===== src/rtl/ws2812_pkg.sv =====
// Shared types, default 50 MHz timing and the timing-legality check for the WS2812 serialiser.
package ws2812_pkg;

  typedef enum logic [1:0] {StIdle, StShift, StLatch} ws2812_state_e;

  localparam int unsigned DefT0hCyc    = 20;
  localparam int unsigned DefT1hCyc    = 40;
  localparam int unsigned DefTbitCyc   = 63;
  localparam int unsigned DefTresetCyc = 2500;

  function automatic bit timing_ok(input int unsigned t0h, input int unsigned t1h,
                                   input int unsigned tbit);
    return (t0h > 0) && (t0h < t1h) && (t1h < tbit);
  endfunction

endpackage


===== src/rtl/ws2812_bit_timer.sv =====
// Bit-period and bit-index counters shared by all lanes; emits bit/byte strobes and
// the high-phase compares for a '0' and a '1' bit.
module ws2812_bit_timer
  import ws2812_pkg::*;
#(
  parameter int unsigned T0H_CYC  = DefT0hCyc,
  parameter int unsigned T1H_CYC  = DefT1hCyc,
  parameter int unsigned TBIT_CYC = DefTbitCyc
) (
  input  logic clk,
  input  logic reset_n,
  input  logic load,
  input  logic run,
  output logic high0,
  output logic high1,
  output logic bit_end,
  output logic byte_end
);

  localparam int unsigned CycW = $clog2(TBIT_CYC);
  localparam logic [CycW-1:0] CycLast = CycW'(TBIT_CYC - 1);
  localparam logic [CycW-1:0] T0hVal  = CycW'(T0H_CYC);
  localparam logic [CycW-1:0] T1hVal  = CycW'(T1H_CYC);

  logic [CycW-1:0] cyc_q, cyc_d;
  logic [2:0]      bit_q, bit_d;

  // Bit index wraps 0 -> 7 at a byte boundary, so a gapless reload needs no extra load.
  always_comb begin
    cyc_d = cyc_q;
    bit_d = bit_q;
    if (load) begin
      cyc_d = '0;
      bit_d = 3'd7;
    end else if (run) begin
      if (cyc_q == CycLast) begin
        cyc_d = '0;
        bit_d = bit_q - 3'd1;
      end else begin
        cyc_d = cyc_q + CycW'(1);
      end
    end
  end

  always_ff @(posedge clk or negedge reset_n) begin
    if (!reset_n) begin
      cyc_q <= '0;
      bit_q <= 3'd7;
    end else begin
      cyc_q <= cyc_d;
      bit_q <= bit_d;
    end
  end

  assign high0    = (cyc_q < T0hVal);
  assign high1    = (cyc_q < T1hVal);
  assign bit_end  = run && (cyc_q == CycLast);
  assign byte_end = bit_end && (bit_q == 3'd0);

endmodule


===== src/rtl/ws2812_multi.sv =====
// Multi-lane WS2812/SK6812 serialiser: staged byte stream in, lockstep NRZ pulses out.
// Optional per-lane brightness scaling is enabled with WS2812_BRIGHTNESS_EN.
module ws2812_multi
  import ws2812_pkg::*;
#(
  parameter int unsigned NUM_CH     = 1,
  parameter int unsigned T0H_CYC    = DefT0hCyc,
  parameter int unsigned T1H_CYC    = DefT1hCyc,
  parameter int unsigned TBIT_CYC   = DefTbitCyc,
  parameter int unsigned TRESET_CYC = DefTresetCyc
) (
  input  logic                  clk,
  input  logic                  reset_n,
  input  logic [NUM_CH*8-1:0]   s_data,
  input  logic                  s_valid,
  input  logic                  s_last,
  output logic                  s_ready,
  input  logic [7:0]            bright,
  output logic [NUM_CH-1:0]     dout,
  output logic                  busy,
  output logic                  underrun
);

  if (!timing_ok(T0H_CYC, T1H_CYC, TBIT_CYC)) begin : g_bad_timing
    $error("ws2812_multi: require 0 < T0H_CYC < T1H_CYC < TBIT_CYC");
  end
  if (NUM_CH < 1 || NUM_CH > 16 || TRESET_CYC < 1) begin : g_bad_cfg
    $error("ws2812_multi: NUM_CH must be 1..16 and TRESET_CYC at least 1");
  end

  localparam int unsigned CntW = $clog2(TRESET_CYC + 1);
  localparam logic [CntW-1:0] CntLast = CntW'(TRESET_CYC - 1);

  ws2812_state_e         state_q, state_d;
  logic [NUM_CH*8-1:0]   s_scaled;
  logic [NUM_CH*8-1:0]   stg_data_q, sh_data_q, sh_next;
  logic                  stg_last_q, stg_valid_q, sh_last_q;
  logic [CntW-1:0]       cnt_q, cnt_d;
  logic [NUM_CH-1:0]     dout_q, dout_d;
  logic                  underrun_q, underrun_d;
  logic                  stg_take, timer_load, accept;
  logic                  high0, high1, bit_end, byte_end;

`ifdef WS2812_BRIGHTNESS_EN
  logic [8:0] bright_p1;
  assign bright_p1 = {1'b0, bright} + 9'd1;
  // 255 * 256 fits in 16 bits, so the truncated product is exact.
  for (genvar k = 0; k < NUM_CH; k++) begin : g_scale
    logic [15:0] prod;
    assign prod = {8'd0, s_data[8*k +: 8]} * {7'd0, bright_p1};
    assign s_scaled[8*k +: 8] = 8'(prod >> 8);
  end
`else
  logic unused_bright;
  assign unused_bright = ^bright;
  assign s_scaled      = s_data;
`endif

  ws2812_bit_timer #(
    .T0H_CYC  (T0H_CYC),
    .T1H_CYC  (T1H_CYC),
    .TBIT_CYC (TBIT_CYC)
  ) u_bit_timer (
    .clk      (clk),
    .reset_n  (reset_n),
    .load     (timer_load),
    .run      (state_q == StShift),
    .high0    (high0),
    .high1    (high1),
    .bit_end  (bit_end),
    .byte_end (byte_end)
  );

  always_comb begin
    state_d    = state_q;
    cnt_d      = cnt_q;
    stg_take   = 1'b0;
    timer_load = 1'b0;
    underrun_d = 1'b0;
    dout_d     = '0;
    unique case (state_q)
      StIdle: begin
        if (stg_valid_q) begin
          stg_take   = 1'b1;
          timer_load = 1'b1;
          state_d    = StShift;
        end
      end
      StShift: begin
        for (int k = 0; k < NUM_CH; k++) begin
          dout_d[k] = sh_data_q[8*k + 7] ? high1 : high0;
        end
        if (byte_end) begin
          if (sh_last_q) begin
            state_d = StLatch;
            cnt_d   = '0;
          end else if (stg_valid_q) begin
            stg_take = 1'b1;
          end else begin
            state_d    = StIdle;
            underrun_d = 1'b1;
          end
        end
      end
      StLatch: begin
        if (cnt_q == CntLast) begin
          state_d = StIdle;
        end else begin
          cnt_d = cnt_q + CntW'(1);
        end
      end
      default: state_d = StIdle;
    endcase
  end

  always_comb begin
    sh_next = sh_data_q;
    for (int k = 0; k < NUM_CH; k++) begin
      sh_next[8*k +: 8] = {sh_data_q[8*k +: 7], 1'b0};
    end
  end

  assign s_ready = !stg_valid_q || stg_take;
  assign accept  = s_valid && s_ready;

  always_ff @(posedge clk or negedge reset_n) begin
    if (!reset_n) begin
      state_q     <= StIdle;
      stg_data_q  <= '0;
      stg_last_q  <= 1'b0;
      stg_valid_q <= 1'b0;
      sh_data_q   <= '0;
      sh_last_q   <= 1'b0;
      cnt_q       <= '0;
      dout_q      <= '0;
      underrun_q  <= 1'b0;
    end else begin
      state_q    <= state_d;
      cnt_q      <= cnt_d;
      dout_q     <= dout_d;
      underrun_q <= underrun_d;
      if (accept) begin
        stg_data_q  <= s_scaled;
        stg_last_q  <= s_last;
        stg_valid_q <= 1'b1;
      end else if (stg_take) begin
        stg_valid_q <= 1'b0;
      end
      if (stg_take) begin
        sh_data_q <= stg_data_q;
        sh_last_q <= stg_last_q;
      end else if (bit_end) begin
        sh_data_q <= sh_next;
      end
    end
  end

  assign dout     = dout_q;
  assign busy     = (state_q != StIdle);
  assign underrun = underrun_q;

endmodule


===== config.mk =====
export PLATFORM = sky130hd
export DESIGN_NAME = ws2812_multi
export DESIGN_NICKNAME = d
export VERILOG_FILES = /design/src/rtl/ws2812_pkg.sv /design/src/rtl/ws2812_bit_timer.sv /design/src/rtl/ws2812_multi.sv
export SDC_FILE = /design/constraint.sdc
export NUM_CORES = 1
export LEC_CHECK = 0
export BUFFER_PORTS_ARGS = -buffer_cell sky130_fd_sc_hd__buf_4
export CORE_MARGIN = 2
export CORE_UTILIZATION = 52
export CTS_CLUSTER_DIAMETER = 100
export DETAILED_ROUTE_END_ITERATION = 8
export PLACE_DENSITY = 0.75
export SYNTH_ARGS = -nofsm -noshare
export SYNTH_HDL_FRONTEND = slang
export SYNTH_HIERARCHICAL = 1
export SYNTH_SLANG_ARGS = --single-unit

===== constraint.sdc =====
create_clock -name clk -period 2.6 [get_ports clk]
set_input_delay 0.39 -clock clk [delete_from_list [all_inputs] [get_ports clk]]
set_output_delay 0.39 -clock clk [all_outputs]
set_load 0.01 [all_outputs]

==> results.md <==
* Outcome: complete, no violations
* Dpl cell area at 2480 µm²
* Antenna violations before repair at 0
* Max frequency at 403.4 MHz
* Max VDD drop at 0.3474 mV
* Pin count of the biggest net entering global routing at 45
* Clock skew at 2.109 ps
* CP bufs+invs at 2
* Leakage at 1.138 nW
* Power per cell area at 491.6 nW/µm²
* RSZ-0062 raised after global routing: false
* Sw Pwr at 273.0 µW
* Crit. End Element: output port
* Startpoint Class: flip-flop
* # port buffers at 15
* Die Ht at 70.00 µm
* Vias at 1,672
* DP Worst Slack at 206.3 ps
* First-pass DRT Iterations at 4
* Min Clock Period, post-route at 2479 ps
* GRT Overall Usage at 0.1835
* Setup violators final at 0
* First-pass GRT wire length at 7.320 mm
* Die Span X at 70.00 µm
* Post-Syn Instances at 214
* Clock Sinks at 44
* Internal at 1.012 mW
* Synthesized flop and latch total at 44
* Crit path from: u_bit_timer/cyc_q[0]$_DFFE_PN0P_
* Initial Utilization at 0.5542
* Combinational share of power at 0.032
* Synthesized area at 2265 µm²
* GPL Wtd Cong at 0.8204
* DR WL/cell at 14.37 µm
* Slew Viols, Final at 0
* Post-DRT Antenna Nets at 0
* Layout Utilization at 0.6396
* CTS tree: built
* CP arrival at 2090 ps
* Dpl cells at 281
* Crit-path max cell delay at 410 ps
* Final count of hold timing violations at 0
* Mean post-synth cell area at 10.58 µm²
* Layout area overhead at 15.41%
* Total of warnings raised by yosys at 6
* Total power at 1.285 mW
* Synth unique cells at 47
* Max-slew headroom at 0.6337
* IO Pins at 24
* Wirelength, routed at 4.168 mm
* Final worst path period share at 0.9535
* Register area share after synthesis at 0.4878
* Drt drc at 0
* Clock group share of total power at 0.417
* 1st-iter DRT viols at 84
* Synthesized Nets at 239
* Fin area at 2614 µm²
* CTS Buf Count at 5
* CTS max path bufs at 2
* Delay-heaviest family, CP: simple AND/OR/NAND/NOR gates
* Fill cells at 325
* Drt via density at 5.766
* Crit path cell chain: inv_2 > ha_2 > nand2_1 > nor4b_4 > nand2b_4 > a211oi_4 > nand2b_1 > buf_4
* Share of cells above drive strength 1 at 0.2833
* Nets at 264
* Ant diodes at 0
* Crit path required time at 2210 ps
* Slew of the pin with the lowest slew margin at 549.4 ps
* Core Box Area at 4086 µm²
* Maxcap violations at 0
* Row Count at 23
* Clk Latency, worst-skew pair at 290 ps
* WHS at 70.79 ps
* Worst hold path type: input pin to async pin
* Setup_tns at 0 ps
* CP max stage cell: dfrtp_1
* # H-tree levels at 2
* Worst Slack Setup Final at 120.9 ps
* Vias in the first global route at 1,641
* Sw Share at 0.2124
* Die area at 4899 µm²
* Crit-path max FO at 4
* CTS Root Cell: clkbuf_8
* Crit Reg-Reg Startpoint: u_bit_timer/cyc_q[0]$_DFFE_PN0P_
* Placed wire-length estimate at 2.841 mm
* Gr ovfl total at 0
* Clk slew on worst S/H paths at 90 ps
* CP Class: flip-flop to output port
* Layout Cells excl Fill at 290
* Flop pwr share at 0.551
[per-layer routing]
metal	GRT usage	vias up	wire length [µm]
met3	0.04040	10	130
li1	-	836	-
met4	0.07051	0	82
met2	0.3037	27	1978
met1	0.2349	799	1976
met5	0	-	0
[kinds of logic after synthesis]
group                      count (synthesis)  share of synthesized area
and+or+nand+nor                           76                     0.1867
AOI/OAI and AO/OA                         53                     0.1746
buffers and inverters                     16                    0.02817
muxes                                     20                    0.09503
DFF                                       44                     0.4878
adders and majority gates                  5                    0.02762
[sequential cells by signal, summed over array words and instances, names as in the netlist]
signal             cells
cnt_q                 12
sh_data_q              8
stg_data_q             8
u_bit_timer/cyc_q      6
u_bit_timer/bit_q      3
state_q                2
dout                   1
sh_last_q              1
stg_last_q             1
stg_valid_q            1
underrun               1
[layout by cell type, fill, tap and decap left out, types with 3 or more instances in the layout]
cell type  instances
clkbuf_8           5
nand2_1           20
o21ai_0           18
dfstp_2            3
a31oi_1            8
nand2b_1           4
mux2_2            12
a41oi_1            3
nor2_1            15
and3_1             6
a21oi_1            8
mux2i_1            8
inv_1              8
nor2b_1            4
buf_4             24
ha_1               4
dfrtp_1           41
nand3_1            9
[cells in the mapped netlist, drive strengths merged]
cell      n  area share
a31o      1      0.0039
a211oi    1      0.0088
nor2     15       0.025
o311ai    1      0.0039
a221o     2      0.0099
nor2b     4       0.011
o32ai     1      0.0039
nand2    20       0.033
inv      10       0.017
a22o      1      0.0044
o41ai     2      0.0077
buf       4      0.0083
o311a     1      0.0044
ha        5       0.028
nand2b    5       0.017
nor3b     2      0.0066
nor3      1      0.0022
clkbuf    2      0.0033
dfstp     3       0.035
nor4      3       0.011
o31ai     1      0.0033
a41oi     3       0.012
dfrtp    41        0.45
o2111ai   1      0.0039
or2       1      0.0028
and2      1      0.0028
nand4     1      0.0094
a21oi     8       0.018
o21ai    19       0.047
and2b     1      0.0033
nand3     9       0.020
or4       1      0.0033
o21a      1      0.0033
a31oi    10       0.041
mux2i     8       0.035
or3       2      0.0066
mux2     12       0.060
nor4b     1      0.0039
and4bb    1      0.0055
and3      8       0.023
[worst register-to-register path, stage by stage, from the launching register on]
cell and delay (ps):
dfrtp_1 410, inv_2 90, ha_2 200, nand2_1 100, nor4b_4 390, nand2b_4 90
a211oi_4 240, buf_4 250, o21ai_4 130, mux2_2 300
[layout make-up]
class,instances,area [µm²],share of cell area
multi-input combinational,154,1114,0.4260
tap,50,62.56,0.02393
sequential,44,1105,0.4227
timing repair buffer,24,180.2,0.06893
inverter,10,37.54,0.01436
clock buffer,5,68.82,0.02633
clock inverter,3,46.29,0.01771
[worst paths after layout]
check,endpoint,slack [ps],cells past startpoint
hold reg to reg,sh_data_q[4]$_DFFE_PN0P_,480,2
setup / recovery,s_ready,120,8
setup reg to reg,stg_data_q[2]$_DFFE_PN0P_,300,9
max in group asynchronous,u_bit_timer/bit_q[1]$_DFFE_PN1P_,2150,1
min in group clk,stg_data_q[7]$_DFFE_PN0P_,320,2
hold / removal,u_bit_timer/cyc_q[3]$_DFFE_PN0P_,70,1
[power by group through the flow]
| stage | Sequential, mW | Combinational, mW | Clock (mW) |
|---|---|---|---|
| final | 0.708 | 0.0410 | 0.536 |
| after global routing | 0.710 | 0.0466 | 0.577 |
| after CTS | 0.708 | 0.0425 | 0.550 |
| after detailed placement | 0.721 | 0.0425 | 0 |
| after global placement | 0.720 | 0.0414 | 0 |
| after floorplan | 0.719 | 0.0146 | 0 |
[repair_timing]
item	4_1_cts	5_1_grt
setup endpoints to repair	1	1
resized for setup	1	2
pin swaps	0	1
hold buffers	0	0
buffers inserted	0	1
Note: power is estimated with default switching activity, not from simulation.
